File: config.mk
export PLATFORM = sky130hd
export DESIGN_NAME = fifo_reader
export DESIGN_NICKNAME = d
export VERILOG_FILES = /design/src/rtl/fifo_pkg.sv /design/src/rtl/fifo_rd_skid.sv /design/src/rtl/fifo_reader.sv
export SDC_FILE = /design/constraint.sdc
export NUM_CORES = 1
export LEC_CHECK = 0
export ABC_AREA = 0
export CORE_ASPECT_RATIO = 1.25
export CORE_MARGIN = 5
export CORE_UTILIZATION = 58
export CTS_CLUSTER_SIZE = 28
export DETAILED_ROUTE_END_ITERATION = 10
export PLACE_DENSITY = 0.83
export RECOVER_POWER = 100
export SYNTH_ARGS = -nofsm -noshare
export SYNTH_HDL_FRONTEND = slang
export SYNTH_SLANG_ARGS = --single-unit
File: constraint.sdc
create_clock -name clk -period 6.2 [get_ports clk]
set_clock_uncertainty 0.05 [all_clocks]
set_input_delay 1.24 -clock clk [delete_from_list [all_inputs] [get_ports clk]]
set_output_delay 1.24 -clock clk [all_outputs]
set_load 0.01 [all_outputs]
File: src/rtl/fifo_pkg.sv
// fifo_pkg: shared definitions for the FIFO burst reader.
//   state_t     - burst controller states (IDLE / READ / FLUSH)
//   DATA_W_DEF  - default FIFO/stream data width
//   LEN_W_DEF   - default burst length / counter width
package fifo_pkg;

    localparam int DATA_W_DEF = 8;
    localparam int LEN_W_DEF  = 8;

    typedef enum logic [1:0] {
        ST_IDLE  = 2'd0,
        ST_READ  = 2'd1,
        ST_FLUSH = 2'd2
    } state_t;

endpackage

File: src/rtl/fifo_rd_skid.sv
// fifo_rd_skid: 2-entry FIFO-order output buffer for the burst reader.
//   clk, rst_n - clock, synchronous active-low reset
//   wr, wdata  - write one word (caller guarantees space)
//   rd         - pop the head word (ignored when empty)
//   valid      - buffer holds at least one word
//   data       - head word
//   occ        - current occupancy (0..2)
module fifo_rd_skid #(
    parameter int DATA_W = 8
) (
    input  logic              clk,
    input  logic              rst_n,
    input  logic              wr,
    input  logic [DATA_W-1:0] wdata,
    input  logic              rd,
    output logic              valid,
    output logic [DATA_W-1:0] data,
    output logic [1:0]        occ
);

    logic [DATA_W-1:0] head;
    logic [DATA_W-1:0] tail;
    logic              rd_ok;

    assign rd_ok = rd && (occ != 2'd0);
    assign valid = (occ != 2'd0);
    assign data  = head;

    always_ff @(posedge clk) begin
        if (!rst_n) begin
            head <= '0;
            tail <= '0;
            occ  <= 2'd0;
        end else begin
            case ({wr, rd_ok})
                2'b10: begin
                    if (occ == 2'd0) head <= wdata;
                    else             tail <= wdata;
                    occ <= occ + 2'd1;
                end
                2'b01: begin
                    head <= tail;
                    occ  <= occ - 2'd1;
                end
                2'b11: begin
                    // Pop and write together: occupancy unchanged, order kept.
                    if (occ == 2'd1) begin
                        head <= wdata;
                    end else begin
                        head <= tail;
                        tail <= wdata;
                    end
                end
                default: ;
            endcase
        end
    end

endmodule

File: src/rtl/fifo_reader.sv
// fifo_reader: reads a burst of len words from a FIFO and streams them out
// over a valid/ready interface, with read issue throttled so the 2-entry
// output buffer can never overflow.
//   clk, rst_n      - clock, synchronous active-low reset
//   start, len      - burst request pulse and word count (0 = no burst)
//   busy, done      - burst active / last word accepted pulse
//   ren, empty,dout - FIFO read port (dout valid the cycle after ren)
//   m_valid, m_ready, m_data - output stream
module fifo_reader
    import fifo_pkg::*;
#(
    parameter int DATA_W = DATA_W_DEF,
    parameter int LEN_W  = LEN_W_DEF
) (
    input  logic              clk,
    input  logic              rst_n,
    input  logic              start,
    input  logic [LEN_W-1:0]  len,
    output logic              busy,
    output logic              done,
    output logic              ren,
    input  logic              empty,
    input  logic [DATA_W-1:0] dout,
    output logic              m_valid,
    input  logic              m_ready,
    output logic [DATA_W-1:0] m_data
);

    state_t            state;
    logic [LEN_W-1:0]  issue_cnt;
    logic [LEN_W-1:0]  deliver_cnt;
    logic              inflight;
    logic [1:0]        occ;
    logic              buf_valid;
    logic [DATA_W-1:0] buf_data;
    logic              pop;
    logic              credit_ok;

    // Outputs are forced quiet while reset is held so nothing leaks during
    // the reset cycle itself.
    assign m_valid = rst_n && buf_valid;
    assign m_data  = rst_n ? buf_data : '0;
    assign pop     = m_valid && m_ready;
    assign busy    = (state != ST_IDLE);

    // credit = 2 - occ - inflight + pop > 0, kept unsigned.
    assign credit_ok = ({1'b0, occ} + {2'b00, inflight}) < (3'd2 + {2'b00, pop});

    assign ren  = rst_n && (state == ST_READ) && (issue_cnt != '0) && !empty && credit_ok;
    assign done = pop && (state != ST_IDLE) && (deliver_cnt == LEN_W'(1));

    always_ff @(posedge clk) begin
        if (!rst_n) begin
            state       <= ST_IDLE;
            issue_cnt   <= '0;
            deliver_cnt <= '0;
            inflight    <= 1'b0;
        end else begin
            inflight <= ren;

            case (state)
                ST_IDLE: begin
                    if (start && (len != '0)) begin
                        state       <= ST_READ;
                        issue_cnt   <= len;
                        deliver_cnt <= len;
                    end
                end
                ST_READ: begin
                    if (ren) begin
                        issue_cnt <= issue_cnt - LEN_W'(1);
                        if (issue_cnt == LEN_W'(1)) state <= ST_FLUSH;
                    end
                end
                default: ;
            endcase

            if (pop && (state != ST_IDLE) && (deliver_cnt != '0))
                deliver_cnt <= deliver_cnt - LEN_W'(1);

            // Last word accepted: burst over regardless of current state.
            if (done) state <= ST_IDLE;
        end
    end

    fifo_rd_skid #(.DATA_W(DATA_W)) u_skid (
        .clk   (clk),
        .rst_n (rst_n),
        .wr    (inflight),
        .wdata (dout),
        .rd    (pop),
        .valid (buf_valid),
        .data  (buf_data),
        .occ   (occ)
    );

endmodule
Word level (Yosys, flattened, before mapping)
Index checks and enable logic that the tools add are counted.

word-level totals
  output and inout bits = 12
  word-level logic and storage cells = 76
  register bits = 37

cells by class
  equality and inequality tests = 13
  mux-type cells = 17
  $add $sub $neg = 6
  reductions and logical operators = 31
  bitwise logic cells = 1
  order comparisons = 1

operators by type and width
  operator                                             number
  two-way mux 8 bit                                    9
  one-hot mux 8 bit (2 select lines)                   2
  one-hot mux 8 bit (3 select lines)                   1
  nonzero test 8 bit                                   3
  equality test 8 x 1 -> 1 bit, second input constant  2
  subtractor 8 x 1 -> 8 bit, second input constant     2
  nonzero test 2 bit                                   7
  logical AND 1 bit                                    11
  != test 2 bit, second input constant                 4
  one-hot mux 2 bit (2 select lines)                   2
  equality test 2 x 1 -> 1 bit, second input constant  3
  two-way mux 2 bit                                    3
  AND reduction 3 bit                                  2
  equality test 2 bit, second input constant           2
  logical NOT 2 bit                                    2
  != test 2 x 1 -> 1 bit, second input constant        2
  AND reduction 2 bit                                  2
  AND reduction 4 bit                                  1
  adder 2 x 1 -> 3 bit                                 1
  adder 2 x 1 -> 3 bit, first input constant           1
  less-than comparator 3 bit                           1
  nonzero test 3 bit                                   1
  adder 2 x 1 -> 2 bit, second input constant          1
  OR reduction 2 bit                                   1
  3 further kinds                                      3

Logic depth before layout (Yosys ltp)
Gate-level depths: netlist of run 1.

  word-level depth = 8
  depth in mapped cells = 10

By module
Synthesis of run 1 repeated with hierarchy kept, for this count alone.

second synthesis, totals
  cell total of the unflattened synthesis = 258
  area total of the unflattened synthesis = 2124.5 sq um

by module, submodules not included
  module        area an instance (sq um)  times used  cells an instance  sequential area each (sq um)
  fifo_reader   1356.3                    1           170                380.4
  fifo_rd_skid  768.2                     1           88                 360.3

Worst setup path after synthesis of run 1
Ideal clock, no wire load.

  kind = input port to output port
  start point = in rst_n
  end point = out m_valid
  slack = 2760 ps
  arrival = 2150 ps
  path buffers = 2
  stages on the path = 4
  cell sequence = clkbuf_1 -> clkinv_1 -> clkbuf_1 -> nor2_1

between the ends
  cells in the longest elaborated chain, start to end = 1

ends and longest elaborated chain
  item               RTL line           source
  start, declared    fifo_reader.sv:16  input logic rst_n,
  logical AND 1 bit  fifo_reader.sv:41  assign m_valid = rst_n && buf_valid;
  end, declared      fifo_reader.sv:24  output logic m_valid,

Every way passes these cells.

Final worst setup path of run 1
Same ends and word-level chain as after synthesis.

==> results of run 1 <==
==> layer usage <==
metal / vias to the layer above / wire [µm] / global-route usage
met4: 0 / 55 / 0.0571
met1: 952 / 2200 / 0.265
met3: 7 / 305 / 0.0558
met5: - / 0 / 0
met2: 62 / 2760 / 0.394
li1: 997 / - / -
==> worst max-delay path: stages <==
cell and delay (ns):
sky130_fd_sc_hd__dlygate4sd3_1 0.69, sky130_fd_sc_hd__clkinv_1 0.08, sky130_fd_sc_hd__clkbuf_1 0.88, sky130_fd_sc_hd__nor2_1 0.12
sky130_fd_sc_hd__clkdlybuf4s50_1 0.53
==> final timing paths <==
| path | from | end | slack (ns) | cells after the start |
|---|---|---|---|---|
| worst max-delay path | rst_n | m_valid | 1.36 | 5 |
| worst min-delay path | deliver_cnt[1]$_SDFFE_PN0P_ | deliver_cnt[1]$_SDFFE_PN0P_ | 0.43 | 2 |
| worst max register to register | u_skid.occ[0]$_SDFFE_PN0P_ | u_skid.tail[0]$_SDFFE_PN0P_ | 2.97 | 9 |
| worst min register to register | deliver_cnt[1]$_SDFFE_PN0P_ | deliver_cnt[1]$_SDFFE_PN0P_ | 0.43 | 2 |
==> layout make-up <==
cell class              instances  area share
clock inverters                 2      0.0143
inverters                      14      0.0200
multi-input cells             192       0.506
well taps                      40      0.0191
clock buffers                   6      0.0315
flip-flops and latches         37       0.282
repair buffers                 34       0.126
==> per-stage QoR <==
| stage | instances | cell area, µm² | util | hold WS (ns) |
|---|---|---|---|---|
| after floorplan | 253 | 2170 | - | 0.393 |
| after global placement | 317 | 2520 | 0.683 | 0.416 |
| after detailed placement | 317 | 2520 | 0.683 | 0.420 |
| after CTS | 325 | 2640 | 0.716 | 0.433 |
| after global routing | 325 | 2620 | 0.711 | 0.456 |
| final | 325 | 2620 | 0.711 | 0.431 |
==> report_power, final <==
| part | switching [mW] | internal (mW) |
|---|---|---|
| sequential | 0.0215 | 0.258 |
| combinational | 0.0843 | 0.0705 |
| clock | 0.0905 | 0.131 |
==> registers in the layout, summed over array words and instances (netlist names) <==
name / flops
u_skid.data: 8
u_skid.tail: 8
u_skid.occ: 2
deliver_cnt: 8
state: 2
inflight: 1
issue_cnt: 8
==> cells by family (layout without fill, tap and decap cells) <==
logic type,after synthesis,count (layout),synth area share
AO/OA/AOI/OAI,52,52,0.195
adder cells (fa/ha/maj),13,13,0.0748
flip-flops,37,37,0.341
buffers and inverters,24,56,0.0420
multiplexers,16,16,0.0736
XOR/XNOR,4,4,0.0161
AND/OR/NAND/NOR,107,107,0.258
==> layout by cell type (no fill, tap or decap), types with 4 or more instances in the layout <==
cell type / n
sky130_fd_sc_hd__a222oi_1: 8
sky130_fd_sc_hd__a31oi_1: 4
sky130_fd_sc_hd__and2_0: 6
sky130_fd_sc_hd__and2_1: 5
sky130_fd_sc_hd__clkbuf_8: 6
sky130_fd_sc_hd__clkdlybuf4s50_1: 24
sky130_fd_sc_hd__dfxtp_1: 37
sky130_fd_sc_hd__dlygate4sd3_1: 8
sky130_fd_sc_hd__ha_1: 13
sky130_fd_sc_hd__inv_1: 13
sky130_fd_sc_hd__mux2i_1: 16
sky130_fd_sc_hd__nand2_1: 22
sky130_fd_sc_hd__nand3_1: 6
sky130_fd_sc_hd__nand4_1: 4
sky130_fd_sc_hd__nor2_1: 27
sky130_fd_sc_hd__nor3_1: 14
sky130_fd_sc_hd__o2111ai_1: 5
sky130_fd_sc_hd__o21ai_0: 6
sky130_fd_sc_hd__or4_1: 4
==> metrics list, run 1 <==
* Global placer's final weighted congestion: 0.826
- Counting flops with a built-in enable in the synthesized netlist gives 0.
- By count the netlist is led by 37 x sky130_fd_sc_hd__dfxtp_1, 27 x sky130_fd_sc_hd__nor2_1, 22 x sky130_fd_sc_hd__nand2_1, 16 x sky130_fd_sc_hd__mux2i_1, 14 x sky130_fd_sc_hd__nor3_1.
- Final Power: 655 µW
- Via count: 2018
* Category of the worst setup path capture point: output pin
* Crit path max fanout: 27
* Post-route setup slack: 1.36 ns
- The number of hold violations in the final report is 0.
- Footprint of the multi-input gates: 1330 µm²
* Final Setup Violations: 0
- The setup path with the least slack is of type in -> out.
* Yosys warns: 0
- The number of global-route vias before repair was 1903.
- Relative to the synthesized area, the layout overhead comes to 20.6%.
- The first global-routing pass estimated 9060 µm of wire.
* Summed instance area of the synthesized netlist: 2170 µm²
- Latest clock arrival within the worst-skew pair: 0.29 ns
- Starting DRC count in detailed routing: 162
- Final antenna diode count: 0
* Number of port buffers: 32
* Vias per Instance: 6.21
- Aggregate routed wire length: 5320 µm
- Headroom to the max-slew limit came out at 0.0417.
- Total area of sequential cells: 741 µm²
- The most common cell in the synthesized netlist is sky130_fd_sc_hd__dfxtp_1.
- Required time of the critical path: 4.91 ns
- Most frequently used flop master after synthesis: sky130_fd_sc_hd__dfxtp_1
- Total half-perimeter wirelength after legalization and detailed placement: 3820 µm
- At the pin with the least slew margin, the transition time is 1.42 ns.
- Post-CTS setup repair buffer count: 0
- The core region is 3690 µm².
- 33 I/O pins were placed.
* H-tree depth: 2
* DRC Markers: 0
- Synthesized Nets: 287
* Startpoint kind of the worst setup timing path: input pin
- Across the run, the number of max-cap violations was 0.
- Clock tree synthesis found a total of 37 sinks.
* Result of the run: completed
- TritonCTS Buffers: 5
- Once detail routing completed, the nets flagged for antenna violations numbered 0.
* Final clock period utilization by the worst path: 0.780
- Number of iterations in the first detailed-routing pass: 6
- The floorplan has 25 rows.
- Starting density of the core: 0.589
- The average instance in the mapped netlist occupies 8.60 µm².
* Share of final-layout standard cells stronger than drive strength 1: 0.0491
- TritonCTS clock tree: built
- For this run, the top clock speed supported by timing is 207 MHz.
- Die outline height: 78.5 µm
- Share of the synthesized area in the top cell type: 0.341
* Largest cells by area after synthesis: sky130_fd_sc_hd__dfxtp_1 34%, sky130_fd_sc_hd__ha_1 7.5%, sky130_fd_sc_hd__mux2i_1 7.4%
- Count of state elements after synthesis: 37
- Clock-pin slew on the worst setup and hold paths: 0.08 ns
- Buffers inserted to repair hold after CTS numbered 0.
- Total Negative Setup Slacks: 0 ns
- The net count of the finished layout is 318.
- Antenna violations before repair: 0
- In the synthesized netlist the async set-or-reset flop fraction comes to 0.
- STA puts the critical path data arrival time at 3.55 ns.
* P_leak: 1.08 nW
- Root buffer cell: sky130_fd_sc_hd__clkbuf_8
- Library cells used by synthesis: 53
- The tightest min-delay check is of the reg -> reg type.
- The biggest area contributor in the post-synthesis netlist is sky130_fd_sc_hd__dfxtp_1.
- Fin. max-slew vios: 0
- Portion of the post-synthesis area used by sequential elements: 0.341
- Prior to clock tree synthesis, the placed netlist has a worst setup slack of 1.62 ns.
- In the global route stage, overall resource usage came out at 0.223.
* Setup repair after global routing missed its margin: false
- No sink is reached through more buffers than the 2 on the longest clock path.
* Pwr Density: 250 nW/µm²
- Gates resized, CTS repair: 0
- After detailed routing, the average wire length per cell comes to 16.4 µm.
- After global routing the overflow that remains totals 0.
- Fill cells: 302
- The smallest clock period supported by the final layout is computed as 4.84 ns.
- Cell count after synthesis: 253
* Width of the chip: 64.8 µm
* Worst IR drop on VDD: 0.196 mV
- Entering global routing, the biggest net connects 28 pins.
- The floorplan step defined a die boundary enclosing 5080 µm².
Power figures use the tool's default switching activity.
==> inputs of run 2 (changes only) <==
Settings changed: CORE_UTILIZATION 58 to 49, PLACE_DENSITY 0.83 to 0.74.
Clock period 6.2 ns to 4.16 ns, I/O delays scaled along.
==> run 2 against run 1 <==
  * Combinational power increased by 48%
  * Sequential cell count unchanged
  * Wire length decreased by 2.1%
  * Clock power increased by 72%
  * Via count increased by 0.15%
  * Total power increased by 57%
  * Sequential power increased by 49%
  * Final cell count increased by 6.5%
  * Count of clock-buffer cells in the layout decreased by 1
  * Critical endpoint is now done
==> metrics list, run 2 (synthesized netlist as in run 1, its figures left out) <==
- Result of the run: completed (unchanged).
* Via count: 2021 (was 2018)
- Max incr delay on CP: 0.66 ns (was 0.88 ns)
* Pwr Density: 383 nW/µm² (was 250 nW/µm²)
- The count of buffers from port buffering was 32 (unchanged).
- The clock tree buffer depth is 2 (unchanged).
* Tot GR Track Use: 0.181 (was 0.223)
* Worst slack after detailed placement: 0.593 ns (was 1.62 ns)
- The total clock buffers created by CTS is 5 (unchanged).
- The pin count of the biggest net entering global routing came to 27 (was 28).
- Standard-cell rows: 27 (was 25)
- The placer's final routability congestion estimate is 0.864 (was 0.826).
- Tmin final: 3.74 ns
* Max Clock Freq: 267 MHz
* Slew margin rel.: 0.210 (was 0.0417)
* Required time of the critical path: 3.28 ns (was 4.91 ns)
- By instance count, the cell type seen most on the critical path is sky130_fd_sc_hd__dlygate4sd3_1.
* H-tree depth: 2 (unchanged)
- The number of I/O pins is 33 (unchanged).
* Final non-filler cell total: 346 (was 325)
- Gates resized, CTS repair: 0 (unchanged)
- Hold Path Class: reg -> reg (unchanged)
- Latest clock arrival within the worst-skew pair: 0.30 ns (was 0.29 ns)
- The number of inserted filler cells in the final layout is 398 (was 302).
* Antenna violations before repair: 0 (unchanged)
- Hold Fails Final Rpt: 0 (unchanged)
- The startpoint of the worst register-to-register path is u_skid.occ[0]$_SDFFE_PN0P_ (unchanged).
* Number of global-route vias before repair: 1920 (was 1903)
- The routed length per instance is 15.0 µm (was 16.4 µm).
- The data arrival time at the worst-slack endpoint came to 2.86 ns (was 3.55 ns).
* Total area of sequential cells: 741 µm² (unchanged)
- Area growth from synthesis to final layout: 23.3% (was 20.6%)
- The leakage power total is 1.10 nW (was 1.08 nW).
- Footprint of the multi-input gates: 1330 µm² (unchanged)
- Total half-perimeter wirelength after legalization and detailed placement: 3880 µm (was 3820 µm)
- The placed instance count was 338 (was 317).
- The most frequent standard cell in the layout excluding fill and tap cells is sky130_fd_sc_hd__dfxtp_1 (unchanged).
- TritonCTS clock tree: built (unchanged)
* Total Negative Setup Slacks: 0 ns (unchanged)
- The origin of the worst min-delay path is deliver_cnt[6]$_SDFFE_PN0P_ (was deliver_cnt[1]$_SDFFE_PN0P_).
- Maximum capacitance violations: 0 (unchanged)
- The height of the die was 84.5 µm (was 78.5 µm).
- Starting DRC count in detailed routing: 191 (was 162)
* DRC Markers: 0 (unchanged)
- Of the available clock period, the critical path in the final layout requires 0.899.
- Number of nets at the end of the flow: 321 (was 318)
* Floorplan die area: 5880 µm² (was 5080 µm²)
- Setup Crit Path Kind: in -> out (unchanged)
- Startpoint kind of the worst setup timing path: input pin (unchanged)
- Root buffer cell: sky130_fd_sc_hd__clkbuf_8 (unchanged)
- The number of antenna diodes came to 0 (unchanged).
* Crit path max fanout: 12 (was 27)
- Remaining Overflow, GRT: 0 (unchanged)
* Share of final-layout standard cells stronger than drive strength 1: 0.0556 (was 0.0491)
* Post-route setup slack: 0.419 ns (was 1.36 ns)
- The clock-pin slew reported for the worst setup and hold paths after clock tree synthesis came to 0.07 ns (was 0.08 ns).
* Worst IR drop on VDD: 0.269 mV (was 0.196 mV)
* Clock Sink Count: 37 (unchanged)
- First-pass GRT wire length: 8770 µm (was 9060 µm)
- Category of the worst setup path capture point: output pin (unchanged)
- The highest-delay cell along the critical path is sky130_fd_sc_hd__dlygate4sd3_1 (was sky130_fd_sc_hd__clkbuf_1).
- Fin. max-slew vios: 0 (unchanged)
- Worst setup startpoint: rst_n (unchanged)
- Starting density of the core: 0.499 (was 0.589)
* Worst-margin pin slew: 1.17 ns (was 1.42 ns)
- Setup repair after global routing missed its margin: false (unchanged)
- Number of iterations in the first detailed-routing pass: 4 (was 6)
- Post-CTS setup repair buffer count: 0 (unchanged)
- The overall die width is 69.6 µm (was 64.8 µm).
* Cts-stage hold buffer count: 0 (unchanged)
- Critical Path, Cell by Cell: dlygate4sd3_1 -> and3b_1 -> inv_1 -> nor3_1 -> dlygate4sd3_1 (was dlygate4sd3_1 -> clkinv_1 -> clkbuf_1 -> nor2_1 -> clkdlybuf4s50_1).
- Most frequent cells in the layout: 37 x sky130_fd_sc_hd__dfxtp_1, 27 x sky130_fd_sc_hd__nor2_1, 25 x sky130_fd_sc_hd__clkdlybuf4s50_1, 22 x sky130_fd_sc_hd__nand2_1, 16 x sky130_fd_sc_hd__mux2i_1 (was 37 x sky130_fd_sc_hd__dfxtp_1, 27 x sky130_fd_sc_hd__nor2_1, 24 x sky130_fd_sc_hd__clkdlybuf4s50_1, 22 x sky130_fd_sc_hd__nand2_1, 16 x sky130_fd_sc_hd__mux2i_1).
- Placeable Area: 4360 µm² (was 3690 µm²)
- The aggregate routed wire length came to 5200 µm (was 5320 µm).
* Final Setup Violations: 0 (unchanged)
- The routed via count divided by cell count is 5.84 (was 6.21).
- Remaining number of nets flagged by the antenna check after routing: 0 (unchanged)
* Hold Slack: 0.442 ns (was 0.431 ns)
==> run 2: changes by cell type in the layout (fill, tap and decap cells not counted) <==
cell,change
sky130_fd_sc_hd__buf_4,+2
sky130_fd_sc_hd__bufinv_16,+1
sky130_fd_sc_hd__clkbuf_1,+1
sky130_fd_sc_hd__clkbuf_8,-1
sky130_fd_sc_hd__clkdlybuf4s50_1,+1
sky130_fd_sc_hd__clkinvlp_4,-1
sky130_fd_sc_hd__dlygate4sd3_1,-1
sky130_fd_sc_hd__inv_6,+1
==> run 2: cell type report <==
| cell class | count | area share |
|---|---|---|
| multi-input cells | 192 | 0.495 |
| flip-flops and latches | 37 | 0.276 |
| repair buffers | 37 | 0.131 |
| well taps | 58 | 0.0271 |
| clock buffers | 5 | 0.0257 |
| clock inverters | 3 | 0.0257 |
| inverters | 14 | 0.0196 |
==> run 2: path summary, 6_finish.rpt <==
path / end / depth (start not counted) / slack, ns
max: done / 5 / 0.42
min: deliver_cnt[6]$_SDFFE_PN0P_ / 2 / 0.44
max reg2reg: u_skid.tail[4]$_SDFFE_PN0P_ / 10 / 1.55
min reg2reg: deliver_cnt[6]$_SDFFE_PN0P_ / 2 / 0.44
==> run 2: routing by layer <==
layer	global-route usage	share of wire	vias to the layer above
li1	-	-	1011
met1	0.215	0.42	939
met2	0.311	0.50	60
met3	0.0407	0.045	11
met4	0.0782	0.026	0
met5	0	0	-
==> run 2: power breakdown <==
part	total (mW)	switching [mW]	internal [mW]
logic	0.230	0.124	0.106
clock network	0.381	0.139	0.241
registers	0.416	0.0319	0.384
total	1.03	0.295	0.731
==> run 2: critical path: cells and delay by family <==
| family | cells | cell delay [ns] |
|---|---|---|
| buffers and inverters | 3 | 1.44 |
| and+or+nand+nor | 2 | 0.58 |
==> run 2: through the flow <==
stage / total power, mW / cell area, µm² / util
6_report: 1.03 / 2680 / 0.615
5_1_grt: 1.08 / 2680 / 0.615
4_1_cts: 1.04 / 2700 / 0.620
3_5_place_dp: 0.657 / 2570 / 0.589
3_3_place_gp: 0.654 / 2570 / 0.589
2_1_floorplan: 0.578 / 2170 / -
==> inputs of run 3 (changes only) <==
Settings changed: RECOVER_POWER 100 to not set, SLEW_MARGIN set to 15.
==> run 3 against run 2 <==
  * Final cell count unchanged
  * Clock power about the same
  * Register-to-register slack improved by 0.18 ns
  * Critical endpoint is now ren
  * Largest cell class unchanged
==> metrics list, run 3 (synthesized netlist as in run 1, its figures left out) <==
- Result of the run: completed (unchanged)
* Via count: 2010 (was 2021)
- The number of sinks handled by clock tree synthesis was 37 (unchanged).
- The area of the die is 5880 µm² (unchanged).
- The clock root buffer is sky130_fd_sc_hd__clkbuf_8 (unchanged).
- The most frequent cell on the critical path was sky130_fd_sc_hd__clkdlybuf4s50_1 (was sky130_fd_sc_hd__dlygate4sd3_1).
- Standard-cell rows: 27 (unchanged)
- Switching fraction of total power: 0.288 (about the same)
- Category of the worst setup path capture point: output pin (unchanged)
* Final antenna diode count: 0 (unchanged)
* Maximum capacitance violations: 0 (unchanged)
- Proportion of power drawn by the clock network: 0.367 (was 0.371)
- The clock period minus final worst setup slack came to 3.57 ns (was 3.74 ns).
- Clock tree buffer depth: 2 (unchanged)
- Cts-stage hold buffer count: 0 (unchanged)
- TritonCTS Buffers: 5 (unchanged)
- The pin count of the biggest net entering global routing is 27 (unchanged).
- Antenna violations before repair: 0 (unchanged)
- The initial core utilization came to 0.499 (unchanged).
- Fill cells: 391 (was 398)
- P_leak: 1.10 nW (about the same)
* Global placer's final weighted congestion: 0.864 (unchanged)
* Post-route setup slack: 0.591 ns (was 0.419 ns)
* I/O pin count: 33 (unchanged)
- Fin. max-slew vios: 0 (unchanged)
* Critical Path, Cell by Cell: clkdlybuf4s50_1 -> nor4bb_1 -> o2111a_1 -> and2_1 -> clkdlybuf4s50_1 (was dlygate4sd3_1 -> and3b_1 -> inv_1 -> nor3_1 -> dlygate4sd3_1)
- Max incr delay on CP: 0.53 ns (was 0.66 ns)
- Placeable Area: 4360 µm² (unchanged)
* Number of iterations in the first detailed-routing pass: 4 (unchanged)
- The startpoint of the worst register-to-register path was u_skid.occ[0]$_SDFFE_PN0P_ (unchanged).
* Drt wl/cell: 15.1 µm (was 15.0 µm)
* Pwr Density: 382 nW/µm² (was 383 nW/µm²)
- The relative contribution of sequential cells to total power was 0.403 (was 0.405).
- Area growth from synthesis to final layout: 24.3% (was 23.3%)
* Gates resized, CTS repair: 0 (unchanged)
- The clock tree from TritonCTS is built (unchanged).
* Worst hold path startpoint: u_skid.data[6]$_SDFFE_PN0P_ (was deliver_cnt[6]$_SDFFE_PN0P_)
- The count of buffers from port buffering was 32 (unchanged).
* Aggregate routed wire length: 5240 µm (was 5200 µm)
* Combinational cell fraction of total power: 0.230 (was 0.224)
* Hold Path Class: reg -> reg (unchanged)
- Number of nets at the end of the flow: 321 (unchanged)
- The aggregate global routing overflow was 0 (unchanged).
* Internal power: 735 µW (was 731 µW)
* Worst slack after detailed placement: 0.593 ns (unchanged)
* Crit path max fanout: 4 (was 12)
* Register-to-register setup slack: 1.73 ns (was 1.55 ns)
- Length in cells of the worst reg-to-reg path: 7 (was 10)
- Slew margin rel.: 0.573 (was 0.210)
* NetSw: 298 µW (was 295 µW)
- The final period utilization came to 0.858 (was 0.899).
* Tot GR Track Use: 0.181 (unchanged)
- Final Setup Violations: 0 (unchanged)
* Latest clock arrival within the worst-skew pair: 0.30 ns (about the same)
* H-tree depth: 2 (unchanged)
- The most frequent standard cell in the layout excluding fill and tap cells was sky130_fd_sc_hd__dfxtp_1 (unchanged).
- The number of hold violations in the final report is 0 (unchanged).
* End point of the worst hold path: u_skid.data[6]$_SDFFE_PN0P_ (was deliver_cnt[6]$_SDFFE_PN0P_)
- The routed via count divided by cell count is 5.81 (was 5.84).
- Max Clock Freq: 280 MHz (was 267 MHz)
- Total Negative Setup Slacks: 0 ns (unchanged)
* Share of final-layout standard cells stronger than drive strength 1: 0.0729 (was 0.0556)
- The global-route wire length before repair was 8770 µm (unchanged).
- Most frequent cells in the layout: 37 x sky130_fd_sc_hd__dfxtp_1, 32 x sky130_fd_sc_hd__clkdlybuf4s50_1, 27 x sky130_fd_sc_hd__nor2_1, 22 x sky130_fd_sc_hd__nand2_1, 16 x sky130_fd_sc_hd__mux2i_1 (was 37 x sky130_fd_sc_hd__dfxtp_1, 27 x sky130_fd_sc_hd__nor2_1, 25 x sky130_fd_sc_hd__clkdlybuf4s50_1, 22 x sky130_fd_sc_hd__nand2_1, 16 x sky130_fd_sc_hd__mux2i_1)
- DRC Markers: 0 (unchanged)
- The maximum resistive drop on vdd is 0.268 mV (was 0.269 mV).
- The number of global-route vias before repair was 1920 (unchanged).
* Remaining number of nets flagged by the antenna check after routing: 0 (unchanged)
- The violation count after the first detailed-routing iteration came to 175 (was 191).
* Startpoint kind of the worst setup timing path: input pin (unchanged)
- Crit path max-delay cell type: sky130_fd_sc_hd__clkdlybuf4s50_1 (was sky130_fd_sc_hd__dlygate4sd3_1)
- The type of the worst setup path is in -> out (unchanged).
- Data arrival time of the worst path: 2.69 ns (was 2.86 ns)
* End of the worst register-to-register path: deliver_cnt[5]$_SDFFE_PN0P_ (was u_skid.tail[4]$_SDFFE_PN0P_)
* Clock-pin slew on the worst setup and hold paths: 0.08 ns (was 0.07 ns)
- The overall die width came to 69.6 µm (unchanged).
* Setup repair after global routing missed its margin: false (unchanged)
- Post-CTS setup repair buffer count: 0 (unchanged)
* Worst-margin pin slew: 0.635 ns (was 1.17 ns)
- Required time of the critical path: 3.28 ns (about the same)
* Total half-perimeter wirelength after legalization and detailed placement: 3880 µm (unchanged)
* Total area of sequential cells: 741 µm² (unchanged)
- The multi-input combinational cell area was 1340 µm² (was 1330 µm²).
- The height of the die is 84.5 µm (unchanged).
- Cell count of the worst hold path: 2 (unchanged)
run 3: layer usage:
metal | part of all wire | vias to the layer above | track usage | wire length (µm)
li1 | - | 1010 | - | -
met1 | 0.43 | 924 | 0.215 | 2270
met2 | 0.50 | 65 | 0.311 | 2600
met3 | 0.047 | 11 | 0.0407 | 244
met4 | 0.025 | 0 | 0.0782 | 129
met5 | 0 | - | 0 | 0
run 3: how the worst max path moves through the flow:
| stage | startpoint | to | slack (ns) | depth (start not counted) |
|---|---|---|---|---|
| 6_report | m_ready | ren | 0.59 | 5 |
| 5_1_grt | rst_n | ren | 0.48 | 5 |
| 4_1_cts | rst_n | ren | 0.58 | 5 |
| 3_5_place_dp | rst_n | ren | 0.59 | 5 |
| 3_3_place_gp | m_ready | ren | 0.62 | 5 |
| 2_1_floorplan | rst_n | m_valid | 1.54 | 4 |
run 3: area by class of cell:
| class | instances | area share |
|---|---|---|
| Clock inverter | 3 | 0.0255 |
| Sequential cell | 37 | 0.274 |
| Multi-Input combinational cell | 192 | 0.497 |
| Timing Repair Buffer | 37 | 0.132 |
| Clock buffer | 5 | 0.0255 |
| Inverter | 14 | 0.0194 |
| Tap cell | 58 | 0.0268 |
run 3: per-stage QoR:
stage / cells / hold WS, ns / total power [mW] / cell area [µm²] / util
final: 346 / 0.443 / 1.03 / 2700 / 0.620
after global routing: 346 / 0.461 / 1.08 / 2700 / 0.620
after CTS: 346 / 0.437 / 1.04 / 2700 / 0.620
after detailed placement: 338 / 0.418 / 0.657 / 2570 / 0.589
after global placement: 338 / 0.413 / 0.654 / 2570 / 0.589
after floorplan: 253 / 0.393 / 0.578 / 2170 / -
run 3: power groups by stage:
stage	combinational, mW	sequential (mW)	clock (mW)
after floorplan	0.163	0.415	0
after global placement	0.232	0.422	0
after detailed placement	0.234	0.423	0
after CTS	0.237	0.415	0.387
after global routing	0.262	0.420	0.402
final	0.237	0.416	0.379
run 3: worst max-delay path: cells and delay by family:
kind                   cells  cell delay, ns
buffers and inverters      2            1.01
AO/OA/AOI/OAI              1            0.32
AND/OR/NAND/NOR            2            0.53
